`src/rtl/puf_crp_sequencer.sv`:
```
// puf_crp_sequencer: drives the XOR arbiter PUF for one challenge/response pair per
// request. The challenge comes from chal_in or an internal LFSR and is held for the
// whole pair. The PUF is pulsed NVOTE times, and each response bit is majority-voted
// before the pair is offered on a valid/ready port.
module puf_crp_sequencer #(
    parameter int          CW         = 16,
    parameter int          RW         = 16,
    parameter int          PULSE_CYC  = 2,
    parameter int          SETTLE_CYC = 8,
    parameter int          NVOTE      = 5,
    parameter logic [15:0] LFSR_SEED  = 16'hACE1
) (
    input  logic          clk,
    input  logic          rst_n,
    input  logic          start,
    input  logic          mode_ext,
    input  logic [CW-1:0] chal_in,
    output logic          busy,
    output logic          puf_pulse,
    output logic [CW-1:0] puf_challenge,
    input  logic [RW-1:0] puf_response,
    output logic          crp_valid,
    input  logic          crp_ready,
    output logic [CW-1:0] crp_challenge,
    output logic [RW-1:0] crp_response
);

    localparam int CNT_W = $clog2(NVOTE + 1);
    localparam int TMAX  = (PULSE_CYC > SETTLE_CYC) ? PULSE_CYC : SETTLE_CYC;
    localparam int TW    = $clog2(TMAX + 1);

    localparam logic [CNT_W-1:0] HALF_VOTES  = CNT_W'(NVOTE / 2);
    localparam logic [CNT_W-1:0] LAST_SAMPLE = CNT_W'(NVOTE);
    localparam logic [TW-1:0]    PULSE_LOAD  = TW'(PULSE_CYC - 1);
    localparam logic [TW-1:0]    SETTLE_LOAD = TW'(SETTLE_CYC - 1);

    typedef enum logic [2:0] {
        S_IDLE,
        S_ARM,
        S_PULSE,
        S_SETTLE,
        S_SAMPLE,
        S_DONE
    } state_t;

    state_t           state_reg;
    logic [TW-1:0]    timer_reg;
    logic [CNT_W-1:0] nsamp_reg;
    logic [CNT_W-1:0] nsamp_next;
    logic [15:0]      lfsr_reg;
    logic [15:0]      lfsr_next;
    logic [RW-1:0]    vote;
    logic             accept;

    // A request is taken only when idle; anything else on start is dropped.
    assign accept     = (state_reg == S_IDLE) && start;
    assign nsamp_next = nsamp_reg + 1'b1;

    // Fibonacci LFSR, taps 16/14/13/11. It never reaches zero from a nonzero seed.
    assign lfsr_next = {lfsr_reg[14:0], lfsr_reg[15] ^ lfsr_reg[13] ^ lfsr_reg[12] ^ lfsr_reg[10]};

    // Per-bit vote counters. The vote includes the sample being taken this cycle,
    // so the final SAMPLE cycle can register the result directly.
    generate
        for (genvar gi = 0; gi < RW; gi++) begin : g_vote
            logic [CNT_W-1:0] cnt_reg;
            logic [CNT_W-1:0] cnt_next;

            assign cnt_next = cnt_reg + CNT_W'(puf_response[gi]);
            assign vote[gi] = (cnt_next > HALF_VOTES);

            // Clear on an accepted request and add this bit's response on every sample.
            always_ff @(posedge clk or negedge rst_n) begin
                if (!rst_n) begin
                    cnt_reg <= '0;
                end else if (accept) begin
                    cnt_reg <= '0;
                end else if (state_reg == S_SAMPLE) begin
                    cnt_reg <= cnt_next;
                end
            end
        end
    endgenerate

    // Sequencer FSM. All PUF-facing and consumer-facing outputs are registered here.
    always_ff @(posedge clk or negedge rst_n) begin
        if (!rst_n) begin
            state_reg     <= S_IDLE;
            timer_reg     <= '0;
            nsamp_reg     <= '0;
            lfsr_reg      <= LFSR_SEED;
            busy          <= 1'b0;
            puf_pulse     <= 1'b0;
            puf_challenge <= '0;
            crp_valid     <= 1'b0;
            crp_challenge <= '0;
            crp_response  <= '0;
        end else begin
            case (state_reg)
                S_IDLE: begin
                    if (start) begin
                        if (mode_ext) begin
                            puf_challenge <= chal_in;
                        end else begin
                            puf_challenge <= CW'(lfsr_reg);
                            lfsr_reg      <= lfsr_next;
                        end
                        nsamp_reg <= '0;
                        busy      <= 1'b1;
                        state_reg <= S_ARM;
                    end
                end
                S_ARM: begin
                    puf_pulse <= 1'b1;
                    timer_reg <= PULSE_LOAD;
                    state_reg <= S_PULSE;
                end
                S_PULSE: begin
                    if (timer_reg == '0) begin
                        puf_pulse <= 1'b0;
                        timer_reg <= SETTLE_LOAD;
                        state_reg <= S_SETTLE;
                    end else begin
                        timer_reg <= timer_reg - 1'b1;
                    end
                end
                S_SETTLE: begin
                    if (timer_reg == '0) begin
                        state_reg <= S_SAMPLE;
                    end else begin
                        timer_reg <= timer_reg - 1'b1;
                    end
                end
                S_SAMPLE: begin
                    nsamp_reg <= nsamp_next;
                    if (nsamp_next == LAST_SAMPLE) begin
                        crp_valid     <= 1'b1;
                        crp_challenge <= puf_challenge;
                        crp_response  <= vote;
                        state_reg     <= S_DONE;
                    end else begin
                        state_reg <= S_ARM;
                    end
                end
                S_DONE: begin
                    if (crp_ready) begin
                        crp_valid <= 1'b0;
                        busy      <= 1'b0;
                        state_reg <= S_IDLE;
                    end
                end
                default: begin
                    puf_pulse <= 1'b0;
                    crp_valid <= 1'b0;
                    busy      <= 1'b0;
                    state_reg <= S_IDLE;
                end
            endcase
        end
    end

endmodule
```
`config.mk`:
```
export PLATFORM = sky130hd
export DESIGN_NAME = puf_crp_sequencer
export DESIGN_NICKNAME = d
export VERILOG_FILES = /design/src/rtl/puf_crp_sequencer.sv
export SDC_FILE = /design/constraint.sdc
export NUM_CORES = 1
export LEC_CHECK = 0
export BUFFER_PORTS_ARGS = -buffer_cell sky130_fd_sc_hd__clkbuf_2
export CELL_PAD_IN_SITES_DETAIL_PLACEMENT = 0
export CELL_PAD_IN_SITES_GLOBAL_PLACEMENT = 2
export CORE_MARGIN = 4
export CORE_UTILIZATION = 40
export CTS_BUF_LIST = sky130_fd_sc_hd__clkbuf_16
export DETAILED_ROUTE_END_ITERATION = 6
export GPL_TIMING_DRIVEN = 0
export PLACE_DENSITY_LB_ADDON = 0.1
export SETUP_SLACK_MARGIN = 0.2
export SYNTH_ARGS = -nofsm -noshare
export SYNTH_HDL_FRONTEND = slang
export SYNTH_SLANG_ARGS = --single-unit
```
`constraint.sdc`:
```
create_clock -name clk -period 4.6 [get_ports clk]
set_input_delay 0.92 -clock clk [delete_from_list [all_inputs] [get_ports clk]]
set_output_delay 0.92 -clock clk [all_outputs]
set_load 0.02 [all_outputs]
```
==> key figures <==
Layout
  • Final #Nets: about 740
  • Layout cell share with drive strength beyond 1: about a quarter
  • Post-layout instance area: between 7000 and 8000 um2
  • Max reg flops: 48
  • Sequential cell area: around 3100 um2
  • Area grow syn2layout: 21.2%
  • Filler Cell Count: 1,342
  • Footprint of the multi-input gates: 2620 um2
  • Inserted Diodes: 0

CTS
  • CTS root buffer: clkbuf_16
  • PostCTS Resize Cnt: 0
  • Max Root-Sink Buffers: 2
  • Clock sinks: 125
  • Clock transition at path regs: 0.06 ns
  • CTS tree: built
  • Htree depth: 4
  • Post-CTS Hold Buffers: 0
  • Num CTS Buffers: 17
  • Postcts setup bufs: 0
  • Clock Latency Late Sink: ~0.42 ns

Timing
  • Slew at the pin closest to its max-slew limit: 0.708 ns
  • Fin. Hold Viols: 0
  • Tcrit/Tclk final: 47.0%
  • Final setup fails: 0
  • Setup TNS: 0 ns
  • Hold_ws: 0.421 ns
  • Final Max Slew Viols: 0
  • Relative slew slack: between 50% and 60%
  • Final min period: 2.16 ns
  • Layout Skew: between 0.007 and 0.008 ns
  • FMAX: 463 MHz
  • RSZ-0062 raised after global routing: no

Floorplan
  • Num ports: 88
  • Die area: 17,200 um2
  • Initial Util: 41.2%
  • Core Region: 14,700 um2
  • Row cnt: 44
  • Die width: around 130 um
  • Die Height: 131 um

Power and ir drop
  • Clk pwr share: approximately a third
  • Psw: 1.33 mW
  • Combinational share of power: 26.6%
  • Static leakage: 3.72 nW
  • Cell Int Power: 2.60 mW
  • Peak VDD IR: 315 uV
  • Sw frac: 33.9%
  • Reg power frac: 39.5%
  • Power density cells: 535 nW/um2

Routing
  • # DRC: 0
  • Vias per cell: just under 5
  • Drt pass-1 iters: 4
  • 1st-iter DRT viols: 158
  • Total number of vias: about 4.3k
  • Remaining antenna violation count after routing: 0
  • Routed wire length: ~14,000 um
  • WL/cell: 15.8 um

Setup path
  • CP Capture Type: flip-flop
  • CP Launch Point: start
  • CP max FO: 10
  • Worst stage delay on the critical path: approximately 0.45 ns
  • Kind of critical path: in2reg
  • Critical path startpoint category: input port
  • Register-to-register setup slack: 2.55 ns
  • Arrival @ worst endpoint: around 2.4 ns
  • R2R Path Start: state_reg[1]$_DFFE_PN0P_
  • Worst path slowest cell: nor4b_1
  • Required @ worst endpoint: between 4 and 5 ns
  • CP Cell Sequence: clkbuf_2, nor4b_1, buf_2, clkbuf_1, o21ai_0
  • Top delay family on crit path: buffers and inverters
  • Buf+Inv Stages, Crit Path: 3

Global routing
  • Largest net degree at the start of global routing: between 80 and 90
  • GRT overflow: 0
  • GRT Max-Usage Layer: met2
  • Vias in the first global route: between 4k and 5k
  • Routing usage on met2: 26.1%
  • Global-route wire length before repair: 22,500 um
  • GR met1 Demand/Resource: a little under a quarter
  • Total GRT Usage: around 17%
  • Initial antenna violation count: 1
  • Grt met3 use: 6.22%

Logic synthesis
  • Mapped Avg Cell Area: approximately 11 um2
  • Post-synth top flop: dfrtp_1
  • Top cell type's share of synthesized area: between 40 and 50%
  • Post-synthesis net count: 630
  • Post-synthesis mux area share: 14.1%
  • Synth Area in Adders: 7.23%
  • Area of the mapped netlist: around 6100 um2
  • Sequential-to-total area share from yosys stat: 51.8%
  • Cell count after synthesis: 558
  • Post-Synth XOR/XNOR Area: ~3.0%
  • Synthesized flop and latch total: 125
  • Yosys top cell by area: dfrtp_1
  • Library cells used by synthesis: 40
  • Synth Area in Compound Gates: 9.86%
  • Dominant cells by area after synthesis: dfrtp_1, mux2i_1, ha_1
  • EDFF count, synth: 0
  • Synth async-reset ratio: 100%
  • Ys Warns: 0
  • Post-synthesis simple-gate area fraction: ~9.1%
  • Largest family of logic cells by synthesized area: multiplexers

Placement
  • Port bufs: 86
  • RePlAce Congestion: 0.743
  • Dpl cell area: just under 7000 um2
  • DP Wirelength: 9550 um

Worst hold path
  • HP Class: in2async

Outcome
  • Status: finished clean

Flow run
  • Max Cap Viol: 0
## logic make-up after synthesis
kind of cell	after synthesis
flip-flops	125
AO/OA/AOI/OAI	103
adder cells (fa/ha/maj)	35
multiplexers	81
AND/OR/NAND/NOR	121
buffers and inverters	72
XOR/XNOR	21
## power by group through the flow
stage          Sequential (mW)  Clock, mW  Combinational, mW
6_report                  1.55       1.33               1.04
5_1_grt                   1.59       1.42               1.20
4_1_cts                   1.56       1.37               1.07
3_5_place_dp              1.57          0               1.06
3_3_place_gp              1.56          0               1.03
2_1_floorplan             1.66          0              0.623
## through the flow
stage               worst slack, ns  instances  power [mW]  util (%)
global placement              0.525        828        2.59      45.7
finish                         2.44        861        3.93      49.9
global route                   2.23        861        4.21      49.9
detailed placement             1.96        829        2.64      45.9
floorplan                      2.46        558        2.28         -
CTS                            2.40        861        3.99      49.9
## area by class of cell
type | count | share of cell area, %
buffer | 31 | 1.96
clock buffer | 17 | 5.80
clock inverter | 15 | 2.23
inverter | 41 | 2.10
multi-input combinational | 361 | 35.7
sequential | 125 | 42.8
tap | 184 | 3.14
timing repair buffer | 87 | 6.36
## cells in the final DEF, fill, tap and decap left out, types with 3 or more instances in the layout
cell	count
mux2_1	12
ha_1	35
o22ai_1	3
nand2_1	89
buf_2	7
dfstp_2	8
o31ai_1	3
dfrtp_1	117
nor2_1	17
xor2_1	18
clkinv_4	6
clkbuf_16	17
clkbuf_2	85
a21oi_1	34
xnor2_1	3
a211oi_1	18
inv_1	41
mux2_2	20
clkbuf_1	19
inv_6	4
o21ai_0	37
mux2i_1	49
## layer usage
metal	up-vias	routed length (um)
met1	2044	6330
li1	2132	-
met5	-	8
met3	18	863
met4	2	194
met2	81	6230
## cells in the mapped netlist (17+ instances only)
cell type	n
a211oi_1	18
ha_1	35
nand2_1	89
mux2i_1	49
xor2_1	18
mux2_2	20
dfrtp_1	117
a21oi_1	34
o21ai_0	37
clkbuf_1	19
nor2_1	17
inv_1	41
## worst paths after layout
path / endpoint / cells after the start
worst max-delay path: g_vote[8].cnt_reg[1]$_DFFE_PN0P_ / 5
worst min-delay path: crp_response[10]$_DFFE_PN0P_ / 1
worst max register to register: g_vote[8].cnt_reg[1]$_DFFE_PN0P_ / 5
worst min register to register: crp_challenge[15]$_DFFE_PN0P_ / 1
max in group asynchronous: lfsr_reg[6]$_DFFE_PN1P_ / 2
min in group clk: crp_challenge[15]$_DFFE_PN0P_ / 1
Power figures use the tool's default switching activity.
